`src/rtl/urna_pkg.sv`:
```
// Shared vote-class codes and election session states for the urn datapath.
// The decoder, tally block and booth arbiter all agree on these encodings.
package urna_pkg;

    localparam logic [2:0] CLS_C1   = 3'd0;
    localparam logic [2:0] CLS_C2   = 3'd1;
    localparam logic [2:0] CLS_C3   = 3'd2;
    localparam logic [2:0] CLS_C4   = 3'd3;
    localparam logic [2:0] CLS_NULO = 3'd4;

    typedef enum logic [1:0] {
        S_CLOSED = 2'd0,
        S_OPEN   = 2'd1,
        S_DRAIN  = 2'd2
    } state_t;

    // Any code outside the candidate/Nulo range is counted as a Nulo vote.
    function automatic logic [2:0] clamp_class(input logic [2:0] code);
        return (code > CLS_NULO) ? CLS_NULO : code;
    endfunction

endpackage

```
`src/rtl/urna_rr_pick.sv`:
```
// Combinational round-robin picker: first set bit of the eligible mask,
// scanning upward from ptr and wrapping around at N.
module urna_rr_pick #(
    parameter int N     = 4,
    parameter int IDX_W = $clog2(N)
) (
    input  logic [N-1:0]     eligible,
    input  logic [IDX_W-1:0] ptr,
    output logic [IDX_W-1:0] grant_idx,
    output logic             grant_found
);

    logic [IDX_W-1:0] idx;

    always_comb begin
        grant_idx   = '0;
        grant_found = 1'b0;
        idx         = '0;
        for (int k = 0; k < N; k++) begin
            idx = IDX_W'((int'(ptr) + k) % N);
            if (!grant_found && eligible[idx]) begin
                grant_found = 1'b1;
                grant_idx   = idx;
            end
        end
    end

endmodule

```
`src/rtl/urna_booth_arbiter.sv`:
```
// Serialises finished votes from NUM_BOOTHS booths into single-cycle tally
// updates and sequences the election session (closed / open / draining).
module urna_booth_arbiter
    import urna_pkg::*;
#(
    parameter int NUM_BOOTHS = 4,
    parameter int TOTAL_W    = 16
) (
    input  logic                    clock,
    input  logic                    reset,
    input  logic                    open,
    input  logic                    close,
    input  logic [NUM_BOOTHS-1:0]   req,
    input  logic [3*NUM_BOOTHS-1:0] code,
    output logic [NUM_BOOTHS-1:0]   ack,
    output logic                    upd_valid,
    output logic [2:0]              upd_class,
    output logic [2:0]              upd_booth,
    output logic                    status,
    output logic                    busy,
    output logic [TOTAL_W-1:0]      total,
    output state_t                  dbg_state,
    output logic [2:0]              dbg_ptr
);

    // Handshake: a booth raises req with a stable code and holds both until
    // ack pulses for one cycle (granted the cycle before); it drops req the
    // cycle after ack and waits at least two cycles before requesting again.

    localparam int IDX_W = $clog2(NUM_BOOTHS);
    localparam logic [TOTAL_W-1:0] TOTAL_MAX = '1;

    state_t                  state, state_nxt;
    logic [IDX_W-1:0]        ptr;
    logic [NUM_BOOTHS-1:0]   snap, snap_nxt;
    logic [NUM_BOOTHS-1:0]   allow, eligible, grant_oh;
    logic [IDX_W-1:0]        grant_idx;
    logic                    grant_found;
    logic [2:0]              sel_code;

    // The booth acked this cycle was served last cycle; masking it stops a
    // double grant while its req is still high.
    always_comb begin
        allow = '0;
        case (state)
            S_OPEN:  allow = '1;
            S_DRAIN: allow = snap;
            default: allow = '0;
        endcase
        eligible = req & ~ack & allow;
    end

    urna_rr_pick #(
        .N     (NUM_BOOTHS),
        .IDX_W (IDX_W)
    ) u_pick (
        .eligible    (eligible),
        .ptr         (ptr),
        .grant_idx   (grant_idx),
        .grant_found (grant_found)
    );

    always_comb begin
        grant_oh = '0;
        sel_code = '0;
        for (int i = 0; i < NUM_BOOTHS; i++) begin
            if (grant_found && grant_idx == IDX_W'(i)) begin
                grant_oh[i] = 1'b1;
                sel_code    = code[3*i +: 3];
            end
        end
    end

    // A booth granted at the closing edge is already being served, so it is
    // kept out of the snapshot; otherwise the drain would wait on it forever.
    always_comb begin
        state_nxt = state;
        snap_nxt  = snap;
        case (state)
            S_CLOSED: begin
                if (open) state_nxt = S_OPEN;
            end
            S_OPEN: begin
                if (close) begin
                    state_nxt = S_DRAIN;
                    snap_nxt  = req & ~ack & ~grant_oh;
                end
            end
            S_DRAIN: begin
                snap_nxt = snap & ~grant_oh;
                if (snap == '0) state_nxt = S_CLOSED;
            end
            default: state_nxt = S_CLOSED;
        endcase
    end

    always_ff @(posedge clock or posedge reset) begin
        if (reset) begin
            state     <= S_CLOSED;
            snap      <= '0;
            ptr       <= '0;
            ack       <= '0;
            upd_valid <= 1'b0;
            upd_class <= '0;
            upd_booth <= '0;
            total     <= '0;
        end else begin
            state     <= state_nxt;
            snap      <= snap_nxt;
            ack       <= grant_oh;
            upd_valid <= grant_found;
            if (grant_found) begin
                upd_class <= clamp_class(sel_code);
                upd_booth <= 3'(grant_idx);
                ptr       <= (grant_idx == IDX_W'(NUM_BOOTHS - 1)) ? '0 : grant_idx + 1'b1;
            end else begin
                upd_class <= '0;
                upd_booth <= '0;
            end
            if (state == S_CLOSED && open) begin
                total <= '0;
            end else if (upd_valid && total != TOTAL_MAX) begin
                total <= total + 1'b1;
            end
        end
    end

    assign status    = (state == S_OPEN);
    assign busy      = (state == S_DRAIN);
    assign dbg_state = state;
    assign dbg_ptr   = 3'(ptr);

endmodule
```
`config.mk`:
```
export PLATFORM = sky130hd
export DESIGN_NAME = urna_booth_arbiter
export DESIGN_NICKNAME = d
export VERILOG_FILES = /design/src/rtl/urna_pkg.sv /design/src/rtl/urna_rr_pick.sv /design/src/rtl/urna_booth_arbiter.sv
export SDC_FILE = /design/constraint.sdc
export NUM_CORES = 1
export LEC_CHECK = 0
export ABC_CLOCK_PERIOD_IN_PS = 4450
export BUFFER_PORTS_ARGS = -buffer_cell sky130_fd_sc_hd__buf_2
export CAP_MARGIN = 20
export CORE_ASPECT_RATIO = 1.25
export CORE_UTILIZATION = 29
export CTS_CLUSTER_DIAMETER = 120
export DETAILED_ROUTE_END_ITERATION = 8
export PLACE_DENSITY = 0.48
export SYNTH_ARGS = -nofsm -noshare
export SYNTH_HDL_FRONTEND = slang
export SYNTH_SLANG_ARGS = --single-unit
```
`constraint.sdc`:
```
create_clock -name clock -period 4.45 [get_ports clock]
set_input_delay 0.445 -clock clock [delete_from_list [all_inputs] [get_ports clock]]
set_output_delay 0.445 -clock clock [all_outputs]
set_load 0.01 [all_outputs]
```
## Word level (Yosys, flattened, before mapping)

Cells that the tools add are included.

| word-level totals | value |
|---|---|
| register bits after elaboration | 35 |
| input port bits | 20 |
| logic and storage cells | 89 |

| operators by class | value |
|---|---|
| $add $sub $neg | 5 |
| order comparisons | 5 |
| eq/ne operators | 9 |
| multiplexer cells | 37 |
| bitwise logic cells | 6 |
| reduce and logical (&&, ||, !) cells | 19 |

Operators by type and width:

| cell | number |
|---|---|
| 16-bit two-way mux | 2 |
| 2-bit two-way mux | 9 |
| 3-bit two-way mux | 6 |
| 16-bit by 1-bit adder with 16-bit output, second input constant | 1 |
| 4-bit AND | 4 |
| 16-bit inequality test, second input constant | 1 |
| 4-bit one-hot mux with 2 select lines | 2 |
| 2-bit by 3-bit < comparator with 1-bit output, second input constant | 4 |
| 1-bit two-way mux | 12 |
| 1-bit logical AND | 9 |
| 1-bit binary-select mux with 2-bit select | 4 |
| 4-bit NOT | 2 |
| 2-bit equality test, second input constant | 3 |
| 2-bit one-hot mux with 3 select lines | 1 |
| 2-bit by 1-bit adder with 2-bit output, second input constant | 2 |
| 2-bit adder, second input constant | 2 |
| 2-bit by 1-bit equality test with 1-bit output, second input constant | 2 |
| 2-bit logical NOT | 2 |
| 4-bit logical NOT | 1 |
| 4-bit two-way mux | 1 |
| 2-bit inequality test, second input constant | 2 |
| 2-bit nonzero test | 2 |
| 3-bit greater-than comparator, second input constant | 1 |
| 1-bit logical NOT | 3 |
| other kinds (3) | 3 |

## Logic depth before layout (Yosys ltp)

| logic depth | value |
|---|---|
| word-level depth | 24 |
| gate-level depth with buffers | 13 |
| gate-level depth less buffers | 13 |

## By module

From an unflattened synthesis, not the netlist that was laid out.

| second synthesis, totals | value |
|---|---|
| cell total of the unflattened synthesis | 216 |
| area, all modules | 2030.7 µm² |

By module, submodules not included:

| module | times used | cells each | area each (µm²) | seq. area each (µm²) |
|---|---|---|---|---|
| urna_booth_arbiter | 1 | 201 | 1953.1 | 850.8 |
| urna_rr_pick | 1 | 15 | 77.6 | 0.0 |

## Worst setup path before layout

Ideal clock, no wire load.

| timing | value |
|---|---|
| path type | register to register |
| start | register state[1], in the netlist dbg_state[1] |
| end | register upd_class[0] |
| setup time | 0.077 ns |
| arrival | 2.800 ns |
| required time | 4.373 ns |
| slack | 1.572 ns |
| stages on the path, launching flop included | 14 |
| path buffers | 0 |
| period minus slack after synthesis | 2.878 ns |
| cell sequence | dfrtp_1 -> inv_1 -> ha_1 -> a21oi_1 -> nand4bb_1 -> nor2_1 -> o31a_1 -> or2_1 -> ha_1 -> and3b_1 -> a21oi_1 -> o21ai_0 -> or3_1 -> a21oi_1 |

| on the way | value |
|---|---|
| cells in the longest elaborated chain, start to end | 24 |

RTL lines:

| element | RTL line | text |
|---|---|---|
| from (decl) | urna_booth_arbiter.sv:33 | `state_t state, state_nxt;` |
| from (signal assigned) | urna_booth_arbiter.sv:108 | `state <= state_nxt;` |
| 2-bit by 1-bit equality test with 1-bit output * | -- |  |
| net status | urna_booth_arbiter.sv:19 | `output logic status,` |
| 4-bit one-hot mux with 2 select lines * | urna_booth_arbiter.sv:45 | `case (state)` |
| 4-bit AND * | urna_booth_arbiter.sv:50 | `eligible = req & ~ack & allow;` |
| 1-bit binary-select mux with 2-bit select | urna_rr_pick.sv:21 | `if (!grant_found && eligible[idx]) begin` |
| 1-bit two-way mux (not written as such) | urna_rr_pick.sv:21 |  |
| 1-bit two-way mux | urna_rr_pick.sv:21 |  |
| 1-bit logical NOT | urna_rr_pick.sv:21 |  |
| (+6 left out) | -- |  |
| 1-bit logical AND | urna_rr_pick.sv:21 |  |
| 2-bit two-way mux | urna_rr_pick.sv:21 |  |
| 2-bit logical NOT | urna_booth_arbiter.sv:67 | `if (grant_found && grant_idx == IDX_W'(i)) begin` |
| 1-bit logical AND | urna_booth_arbiter.sv:67 |  |
| 3-bit two-way mux (4 in series) | urna_booth_arbiter.sv:67 |  |
| 3-bit greater-than comparator | urna_pkg.sv:19 | `return (code > CLS_NULO) ? CLS_NULO : code;` |
| 3-bit two-way mux | urna_pkg.sv:19 |  |
| 3-bit two-way mux * | urna_booth_arbiter.sv:112 | `if (grant_found) begin` |
| to (signal assigned) | urna_booth_arbiter.sv:113 | `upd_class <= clamp_class(sel_code);` |
| to (decl) | urna_booth_arbiter.sv:17 | `output logic [2:0] upd_class,` |

Mark *: on every way through the listed nets, which the timed path passes. The rest lies on a longest branch. The select of a mux whose other input is x is not followed.
A chain may end at the register's enable or synchronous reset.

## Worst setup path after layout

| timing | value |
|---|---|
| start | register state[1], in the netlist dbg_state[1] |
| end | register upd_class[0] |

| on the way | value |
|---|---|
| cells in the longest elaborated chain, start to end | 24 |

RTL lines:

| element | RTL line |
|---|---|
| 2-bit equality test or 2-bit by 1-bit equality test with 1-bit output (tied branches) | urna_booth_arbiter.sv:45 |
| 4-bit one-hot mux with 2 select lines * | urna_booth_arbiter.sv:45 |
| 4-bit AND * | urna_booth_arbiter.sv:50 |
| 1-bit binary-select mux with 2-bit select | urna_rr_pick.sv:21 |
| 1-bit two-way mux (not written as such) | urna_rr_pick.sv:21 |
| 1-bit two-way mux | urna_rr_pick.sv:21 |
| 1-bit logical NOT | urna_rr_pick.sv:21 |
| 1-bit logical AND | urna_rr_pick.sv:21 |
| (+5 left out) | -- |
| 1-bit logical AND | urna_rr_pick.sv:21 |
| 2-bit two-way mux | urna_rr_pick.sv:21 |
| 2-bit logical NOT | urna_booth_arbiter.sv:67 |
| 1-bit logical AND | urna_booth_arbiter.sv:67 |
| 3-bit two-way mux (4 in series) | urna_booth_arbiter.sv:67 |
| 3-bit greater-than comparator | urna_pkg.sv:19 |
| 3-bit two-way mux | urna_pkg.sv:19 |
| 3-bit two-way mux * | urna_booth_arbiter.sv:112 |

Mark *: on every way between the ends. The rest lies on a longest branch, timed or not. The select of a mux whose other input is x is not followed.

==> impl_metrics.ini <==
[drt]
drt-total-wl_um = 4673
post-route-drc-count = 0
vias = 1628
avgRoutedWirePerCell_um = 13.62
dr.first_iter.drc_count = 63
via_per_inst = 4.746
antenna_left = 0
dr.pass1.iters = 4

[grt]
grt_max_degree = 35
grt_pass1_vias = 1647
track_usage_pct = 14.10
grt_overflow = 0
antenna_found_initial = 0
grt_pass1_wl_um = 8052

[setup_path]
startpoint_type = flip-flop
cpPeakStageDelay_ps = 430
cpMostUsedCell = a21oi_1
critPathArrivalTime_ps = 3320
path_cells = inv_1 > ha_1 > a21oi_1 > nand4bb_1 > o22ai_1 > a21oi_1 > o21ai_0 > ha_1 > and3b_1 > a21oi_1 > o21ai_0 > or3_1 > a21oi_1
crit_slowest_cell = dfrtp_1
path_max_fanout = 7
criticalPathCategory = flip-flop to flip-flop
reg2reg_slack_ps = 1330
worstPathRequired_ps = 4660
end_kind = flip-flop

[sta]
hold_viol = 0
slew_violations = 0
setup_violations = 0
timing.hold.ws_ps = 246.4
period_needed_ps = 3115
final.setup.worst_slack_ps = 1335
min_period_over_period_pct = 70.01
fin_tns_setup_ps = 0
tightestPinTransition_ps = 637.0
rsz0062_at_grt = false
skew_ps = 11.75
fmax_ghz = 0.3210
maxSlewHeadroom_pct = 57.54

[floorplan]
rows = 33
die_w_um = 76.73
start_util_pct = 30.45
ios = 54
die_y_um = 95.42
dieArea_um2 = 7321
coreArea_um2 = 6648

[yosys]
yosysTopAreaCellShare_pct = 42.03
yosysTopAreaCell = dfrtp_1
avgSynthCellArea_um2 = 10.17
yosysMostFrequentCell = dfrtp_1
synth.distinct_cells = 53
ys_async_sr_fraction_pct = 100.0
seq_area_frac_synth_pct = 42.03
synth_seq_cells = 34
netlist_instances = 199
syn-cell-area_um2 = 2024
yosysWarningCount = 0
synth_edf_count = 0
synthFlopType = dfrtp_1
synth_area_leaders = dfrtp_1 42%, ha_1 6.8%, nor2_1 4.6%
synth_commonest_cells = 34 x dfrtp_1, 25 x nor2_1, 14 x a21oi_1

[clock_tree]
clockBufferDepth = 2
cts_setup_buffers = 0
path_clk_slew_ps = 70
htree_levels = 2
cts_tree = done
cts_sinks = 34
clockRootBuffer = clkbuf_8
hold_buffers = 0
clk_latency_ps = 280
numCtsBuffers = 5
cts_resized = 0

[placed_design]
hpwl_um = 3581
port-buffer-count = 51
placed_cells = 335
routabilityCongestion = 0.7391
dp_slack_ps = 1363

[pwr]
ir_worst_vdd_mv = 0.2631
power_density_nw_per_um2 = 547.0
p_leak_nw = 1.212

[cells_and_area]
area_growth_pct = 21.94
fin_cells = 343
drive_gt1_share_pct = 29.30
diodes = 0
fill_cells = 692
multi_input_area_um2 = 1125
register_area_um2 = 850.8
layout.nets = 286

[outcome]
outcome = completed

[job]
cap_violations = 0

[worst_hold_path]
hp-class = primary input to async pin
## metrics by stage
step	power [mW]	util, %	cell area (um^2)
global route	1.480	37.14	2469
detailed placement	1.135	35.76	2377
finish	1.350	37.14	2469
CTS	1.381	37.14	2469
floorplan	0.9386	-	2028
global placement	1.136	35.76	2377
## layout by cell type (no fill, tap or decap), drive strengths merged, types with 4 or more instances in the layout
cell type,count
inv,8
clkbuf,7
o21ai,6
nand3b,8
nor4,4
ha,11
nand4,4
nand3,5
a21o,4
buf,52
nor3,5
mux2i,4
dfrtp,34
nor2,25
a21oi,14
nand2,14
xnor2,9
and2,5
## final timing paths
path / end / from / cells after the start
worst max-delay path: upd_class[0] / dbg_state[1] / 13
worst min-delay path: snap[2] / reset / 3
worst max register to register: upd_class[0] / dbg_state[1] / 13
worst min register to register: snap[3] / snap[3] / 1
max in group asynchronous: total[8] / reset / 3
min in group clock: upd_class[0] / code[9] / 3
## state kept, by name, indices dropped and copies added (netlist names)
register / flops
ack: 4
dbg_state: 2
ptr: 2
snap: 4
total: 16
upd_booth: 2
upd_class: 3
upd_valid: 1
## cells by family after synthesis
kind of cell	Yosys count	share of synthesized area [%]
other cells	1	0.1852
buf+inv	12	2.595
xor+xnor	10	4.327
mux	6	3.090
flops	34	42.03
compound gates	42	14.83
simple gates	83	26.14
fa+ha+maj	11	6.798
## critical path: cells and delay by family, from the launching register on
kind | cells | cell delay [ps]
AO/OA/AOI/OAI | 7 | 1000
adder cells (fa/ha/maj) | 2 | 630
buffers and inverters | 1 | 150
flip-flops | 1 | 430
AND/OR/NAND/NOR | 3 | 840
## per-layer routing
layer / wire (um) / part of all wire [%] / GRT usage (%)
met5: 0 / 0 / 0
met4: 41 / 0.88 / 4.327
met3: 208 / 4.5 / 3.445
met2: 2462 / 53 / 26.26
met1: 1959 / 42 / 15.80
## final cells by class
class	count	area share (%)
clock buffer	7	3.497
sequential	34	34.47
timing repair buffer	52	10.64
multi-input combinational	154	45.57
inverter	8	1.216
clock inverter	1	0.2027
tap	87	4.410
## report_power, final
part / internal (mW) / switching, mW / total [mW]
Clock: 0.125 / 0.109 / 0.234
Sequential: 0.382 / 0.0833 / 0.466
Combinational: 0.281 / 0.370 / 0.651
Total: 0.789 / 0.562 / 1.35
Power figures use the tool's default switching activity.
